--- src/rtl/lpc_reg_rd_mux.sv ---
// LPC register read multiplexer: register file / status-overlay read path with
// configurable latency. Define LPC_RD_OVERRUN_EN to enable the dropped-request flag.
`timescale 1ns/1ps

module lpc_reg_rd_mux #(
    parameter int DATA_W   = 8,
    parameter int NUM_REGS = 32,
    parameter int ADDR_W   = 8,
    parameter int NUM_STS  = 2,
    parameter int STS_BASE = 4,
    parameter int RD_LAT   = 1
) (
    input  logic                        LpcClock,
    input  logic                        PciReset,
    input  logic                        RdReq,
    input  logic [ADDR_W-1:0]           AddrReg,
    input  logic [NUM_REGS*DATA_W-1:0]  DataReg,
    input  logic [NUM_STS*DATA_W-1:0]   StatusIn,
    input  logic [NUM_STS*DATA_W-1:0]   StsEvent,
    output logic [DATA_W-1:0]           DataRd,
    output logic                        RdValid,
    output logic                        RdErr,
    output logic                        Busy,
    output logic                        RdOverrun
);

    localparam int                CNT_W  = 2;
    localparam logic [CNT_W-1:0]  LAT_M1 = CNT_W'(RD_LAT - 1);

    typedef enum logic [1:0] {
        S_IDLE = 2'd0,
        S_PIPE = 2'd1,
        S_RESP = 2'd2
    } state_e;

    state_e                     state_q, state_d;
    logic [CNT_W-1:0]           cnt_q, cnt_d;
    logic [DATA_W-1:0]          cap_data_q, cap_data_d;
    logic                       cap_err_q, cap_err_d;
    logic [DATA_W-1:0]          rd_data_q, rd_data_d;
    logic                       rd_err_q, rd_err_d;
    logic [NUM_STS*DATA_W-1:0]  sticky_q, sticky_d;

    logic                       busy;
    logic                       accept;
    logic [31:0]                addr_ext;
    logic [DATA_W-1:0]          mux_data;
    logic                       mux_err;
    logic [NUM_STS*DATA_W-1:0]  sts_hit;

    assign busy     = (state_q == S_PIPE);
    assign accept   = RdReq & ~busy;
    assign addr_ext = 32'(AddrReg);

    // Read decode: status channels override the register file at their addresses.
    always_comb begin
        // NOTE: every combinationally assigned signal gets a default first, so no path infers a latch.
        mux_data = '0;
        mux_err  = 1'b1;
        sts_hit  = '0;
        for (int k = 0; k < NUM_REGS; k++) begin
            if (addr_ext == 32'(k)) begin
                mux_data = DataReg[k*DATA_W +: DATA_W];
                mux_err  = 1'b0;
            end
        end
        for (int i = 0; i < NUM_STS; i++) begin
            if (addr_ext == 32'(STS_BASE + i)) begin
                mux_data = StatusIn[i*DATA_W +: DATA_W] | sticky_q[i*DATA_W +: DATA_W];
                sts_hit[i*DATA_W +: DATA_W] = '1;
            end
        end
    end

    // Clear on an accepted read of the channel, but a same-edge event keeps the bit set.
    assign sticky_d = (sticky_q & ~({(NUM_STS*DATA_W){accept}} & sts_hit)) | StsEvent;

    always_comb begin
        state_d    = state_q;
        cnt_d      = cnt_q;
        cap_data_d = cap_data_q;
        cap_err_d  = cap_err_q;
        rd_data_d  = rd_data_q;
        rd_err_d   = 1'b0;

        unique case (state_q)
            S_IDLE, S_RESP: begin
                state_d = S_IDLE;
                if (accept) begin
                    cap_data_d = mux_data;
                    cap_err_d  = mux_err;
                    if (RD_LAT == 1) begin
                        state_d = S_RESP;
                    end else begin
                        state_d = S_PIPE;
                        cnt_d   = LAT_M1;
                    end
                end
            end
            S_PIPE: begin
                if (cnt_q == CNT_W'(1)) begin
                    state_d = S_RESP;
                    cnt_d   = '0;
                end else begin
                    cnt_d = cnt_q - CNT_W'(1);
                end
            end
            default: state_d = S_IDLE;
        endcase

        // Single-cycle latency loads straight from the decoder; deeper pipes use the capture.
        if (state_d == S_RESP) begin
            if (state_q == S_PIPE) begin
                rd_data_d = cap_data_q;
                rd_err_d  = cap_err_q;
            end else begin
                rd_data_d = mux_data;
                rd_err_d  = mux_err;
            end
        end
    end

    always_ff @(posedge LpcClock or negedge PciReset) begin
        if (!PciReset) begin
            state_q    <= S_IDLE;
            cnt_q      <= '0;
            cap_data_q <= '0;
            cap_err_q  <= 1'b0;
            rd_data_q  <= '0;
            rd_err_q   <= 1'b0;
            sticky_q   <= '0;
        end else begin
            // NOTE: non-blocking assignments so every flop samples pre-edge values.
            state_q    <= state_d;
            cnt_q      <= cnt_d;
            cap_data_q <= cap_data_d;
            cap_err_q  <= cap_err_d;
            rd_data_q  <= rd_data_d;
            rd_err_q   <= rd_err_d;
            sticky_q   <= sticky_d;
        end
    end

`ifdef LPC_RD_OVERRUN_EN
    logic ovr_q, ovr_d;

    always_comb begin
        ovr_d = ovr_q;
        if (RdReq && busy) begin
            ovr_d = 1'b1;
        end else if (accept) begin
            ovr_d = 1'b0;
        end
    end

    always_ff @(posedge LpcClock or negedge PciReset) begin
        if (!PciReset) begin
            ovr_q <= 1'b0;
        end else begin
            ovr_q <= ovr_d;
        end
    end

    assign RdOverrun = ovr_q;
`else
    assign RdOverrun = 1'b0;
`endif

    assign DataRd  = rd_data_q;
    assign RdValid = (state_q == S_RESP);
    assign RdErr   = rd_err_q;
    assign Busy    = busy;

endmodule

--- config.mk ---
export PLATFORM = sky130hd
export DESIGN_NAME = lpc_reg_rd_mux
export DESIGN_NICKNAME = d
export VERILOG_FILES = /design/src/rtl/lpc_reg_rd_mux.sv
export SDC_FILE = /design/constraint.sdc
export NUM_CORES = 1
export LEC_CHECK = 0
export BUFFER_PORTS_ARGS = -buffer_cell sky130_fd_sc_hd__buf_2
export CAP_MARGIN = 0
export CORE_AREA = 2 2 120 122
export DETAILED_ROUTE_END_ITERATION = 12
export DIE_AREA = 0 0 122 124
export PLACE_DENSITY = 0.72
export SETUP_SLACK_MARGIN = 0.05
export SLEW_MARGIN = 20
export SYNTH_ARGS = -nofsm -noshare
export SYNTH_HDL_FRONTEND = slang
export SYNTH_SLANG_ARGS = --single-unit
--- constraint.sdc ---
create_clock -name LpcClock -period 2.6 [get_ports LpcClock]
set_input_delay 0.26 -clock LpcClock [delete_from_list [all_inputs] [get_ports LpcClock]]
set_output_delay 0.26 -clock LpcClock [all_outputs]
set_load 0.1 [all_outputs]
==> impl_metrics.json <==
{
  "outcome": "complete, no violations",
  "viasPerCell": 6.12,
  "synth_compound_area_share_pct": 38.2,
  "synth_top_area_share_pct": 19.6,
  "cts_inserted_buffers": 5,
  "path_cells": "buf_2, nand4bb_1, nor3_1, a22oi_1, a221oi_1, o21ai_1, a221oi_2, a21oi_1",
  "synth-main-ff-cell": "dfrtp_1",
  "endpoint_kind": "flop",
  "grt_usage_pct": 33.0,
  "required_ps": 2760,
  "fin_nets": 1261,
  "postRouteAntennaNets": 0,
  "place_inst": 1134,
  "slowest_delay_ps": 630,
  "synth_most_common_cell": "nor2_1",
  "antenna_cells": 0,
  "vdd_ir_drop_max_mv": 0.309,
  "grt_pass1_wl_mm": 37.7,
  "grt_max_degree": 43,
  "port_buffers": 293,
  "p_total_mw": 2.12,
  "fillerInstances": 1409,
  "fmax_ghz": 0.419,
  "r2r-start": "sticky_q[2]$_DFF_PN0_",
  "relSlewSlack_pct": 41.1,
  "grt_overflow_total": 0,
  "fin_crit_sh_pct": 91.8,
  "synth_common_cells": "nor2_1 (62), o21ai_0 (47), nand2_1 (46), a21oi_1 (44), dfrtp_1 (38)",
  "synth_top_cell_by_area": "dfrtp_1",
  "worst_slew_pin_slew_ps": 883,
  "synthTopCellsByArea": "dfrtp_1 (20%), o21ai_0 (4.8%), nor2_1 (4.8%)",
  "synth.area.mux_share_pct": 10.6,
  "worstPathMaxFanout": 9,
  "drive_gt1_share_pct": 43.1,
  "area_growth_pct": 44.9,
  "holdBufCountCts": 0,
  "drv_slew": 0,
  "clock_latency_ps": 280,
  "die-area_um2": 15100,
  "crit_arrival_ps": 2540,
  "grt_pass1_vias": 6652,
  "ff2ff_setup_slack_ps": 910,
  "wl_per_cell_um": 22.6,
  "cts.sinks": 38,
  "startpoint": "AddrReg[6]",
  "dr.pass1.iters": 6,
  "cts.clk_slew.worst_paths_ps": 60,
  "max_cap_viol_count": 0,
  "seqCellArea_um2": 951,
  "leakagePower_nw": 3.16,
  "syn_area_um2": 4860,
  "r2r_end": "DataRd[2]$_DFFE_PN0P_",
  "root_buffer": "clkbuf_16",
  "hold_viol": 0,
  "post_synth_fa_ha_maj_area_fraction_pct": 0.258,
  "die_h_um": 124,
  "cts_tree": "yes",
  "drt_iter0_markers": 822,
  "p_per_area_nw_per_um2": 301,
  "clock_path_buffers": 2,
  "initial_utilization_pct": 35.4,
  "place.gp.congestion": 0.947,
  "post-route-drc-count": 0,
  "antenna_found_initial": 0,
  "hp-class": "in2async",
  "async_reset_ff_share_pct": 100,
  "crit_slowest_cell": "nor3_1",
  "ys_warn_count": 0,
  "routed_wl_mm": 25.8,
  "rsz0062_at_grt": "no",
  "cts.htree.levels": 2,
  "yosys_register_bits": 38,
  "finalClockSkew_ps": 5.24,
  "syn-num-nets": 948,
  "multiInputGateArea_um2": 3580,
  "cts_setup_buffers": 0,
  "setup_violations": 0,
  "dp_hpwl_mm": 21.0,
  "synth_edf_count": 0,
  "vias": 6985,
  "period_needed_ps": 2390,
  "synth_top_family_by_area": "compound AO/OA/AOI/OAI gates",
  "stdcell_count": 1142,
  "ys_seq_area_share_pct": 19.6,
  "critical_path_class": "in2reg",
  "final_core_util_pct": 51.3,
  "num_io_pins": 311,
  "synthSimpleGateAreaFrac_pct": 24.5,
  "row_count": 43,
  "cp-endpoint": "DataRd[3]$_DFFE_PN0P_",
  "die_w_um": 122,
  "reg2regPathDepth": 6,
  "syn_area_per_cell_um2": 7.50,
  "cp-start-kind": "input port",
  "yosysUniqueCellTypes": 81,
  "synth_cells": 648,
  "synthXorXnorAreaFrac_pct": 0,
  "core_area_um2": 13700,
  "cts_resized": 0
}
report_power, final:
group	internal, mW	switching [mW]	total [mW]
sequential	0.617	0.0123	0.629
combinational	0.357	0.505	0.861
clock	0.381	0.245	0.626
cells by family (layout without fill, tap and decap cells):
group | Yosys count | after routing
compound gates | 269 | 269
flops | 38 | 38
buf+inv | 70 | 384
simple gates | 225 | 225
other cells | 1 | 1
fa+ha+maj | 1 | 1
mux | 44 | 44
worst min path at each step:
stage / start / to / slack (ps) / depth (start not counted)
CTS: PciReset / DataRd[2]$_DFFE_PN0P_ / 120 / 1
global route: StsEvent[8] / sticky_q[8]$_DFF_PN0_ / 150 / 2
floorplan: PciReset / DataRd[0]$_DFFE_PN0P_ / -40 / 0
global placement: PciReset / DataRd[2]$_DFFE_PN0P_ / 410 / 1
detailed placement: PciReset / DataRd[2]$_DFFE_PN0P_ / 420 / 1
finish: PciReset / DataRd[2]$_DFFE_PN0P_ / 80 / 1
metrics by stage:
| step | cell area, um^2 | setup WS (ps) | hold WS (ps) | setup TNS, ps |
|---|---|---|---|---|
| 2_1_floorplan | 4860 | 222 | -35.6 | 0 |
| 3_3_place_gp | 6890 | 59.7 | 414 | 0 |
| 3_5_place_dp | 6890 | -16.7 | 416 | -17.2 |
| 4_1_cts | 7040 | 272 | 116 | 0 |
| 5_1_grt | 7040 | 99.6 | 154 | 0 |
| 6_report | 7040 | 212 | 82.9 | 0 |
layout by cell type (no fill, tap or decap), types with 6 or more instances in the layout:
cell         n
o21ai_0     47
buf_2      292
dfrtp_1     38
nand3_1     24
a32oi_1      7
o221ai_1     6
a221oi_1    10
a22oi_1      8
o32ai_1      8
a2bb2oi_1    7
o211ai_1     7
nand2b_1    10
nor2_1      62
inv_1        8
a21o_1      21
nor2b_1     11
nor3_1      21
a31oi_1      9
o22ai_1     19
buf_12       7
buf_4       67
o21ai_1     12
a211oi_1     9
nand2_1     46
mux2i_1     22
mux2_2      17
o2bb2ai_1    9
a21oi_1     44
critical path, delay by kind of cell:
family | cells | cell delay, ps
simple gates | 2 | 1030
buf+inv | 1 | 180
compound gates | 5 | 1080
cell type report:
class                           instances  area share, %
Clock inverter                          1         0.0711
Inverter                               10          0.533
Tap cell                              180           3.20
Multi-Input combinational cell        540           50.8
Timing Repair Buffer                  366           29.9
Clock buffer                            7           2.03
Sequential cell                        38           13.5
state kept, by name (all words and copies together), names as in the netlist:
signal / count
RdErr: 1
cnt_q: 2
sticky_q: 16
cap_err_q: 1
cap_data_q: 8
DataRd: 8
state_q: 2
routing by layer:
| layer | wire [um] | global-route usage (%) |
|---|---|---|
| met1 | 10500 | 44.6 |
| met2 | 11900 | 54.8 |
| met3 | 2770 | 5.17 |
| met4 | 725 | 9.27 |
| met5 | 0 | 0 |
No activity file was read; power rests on OpenSTA's default activity.
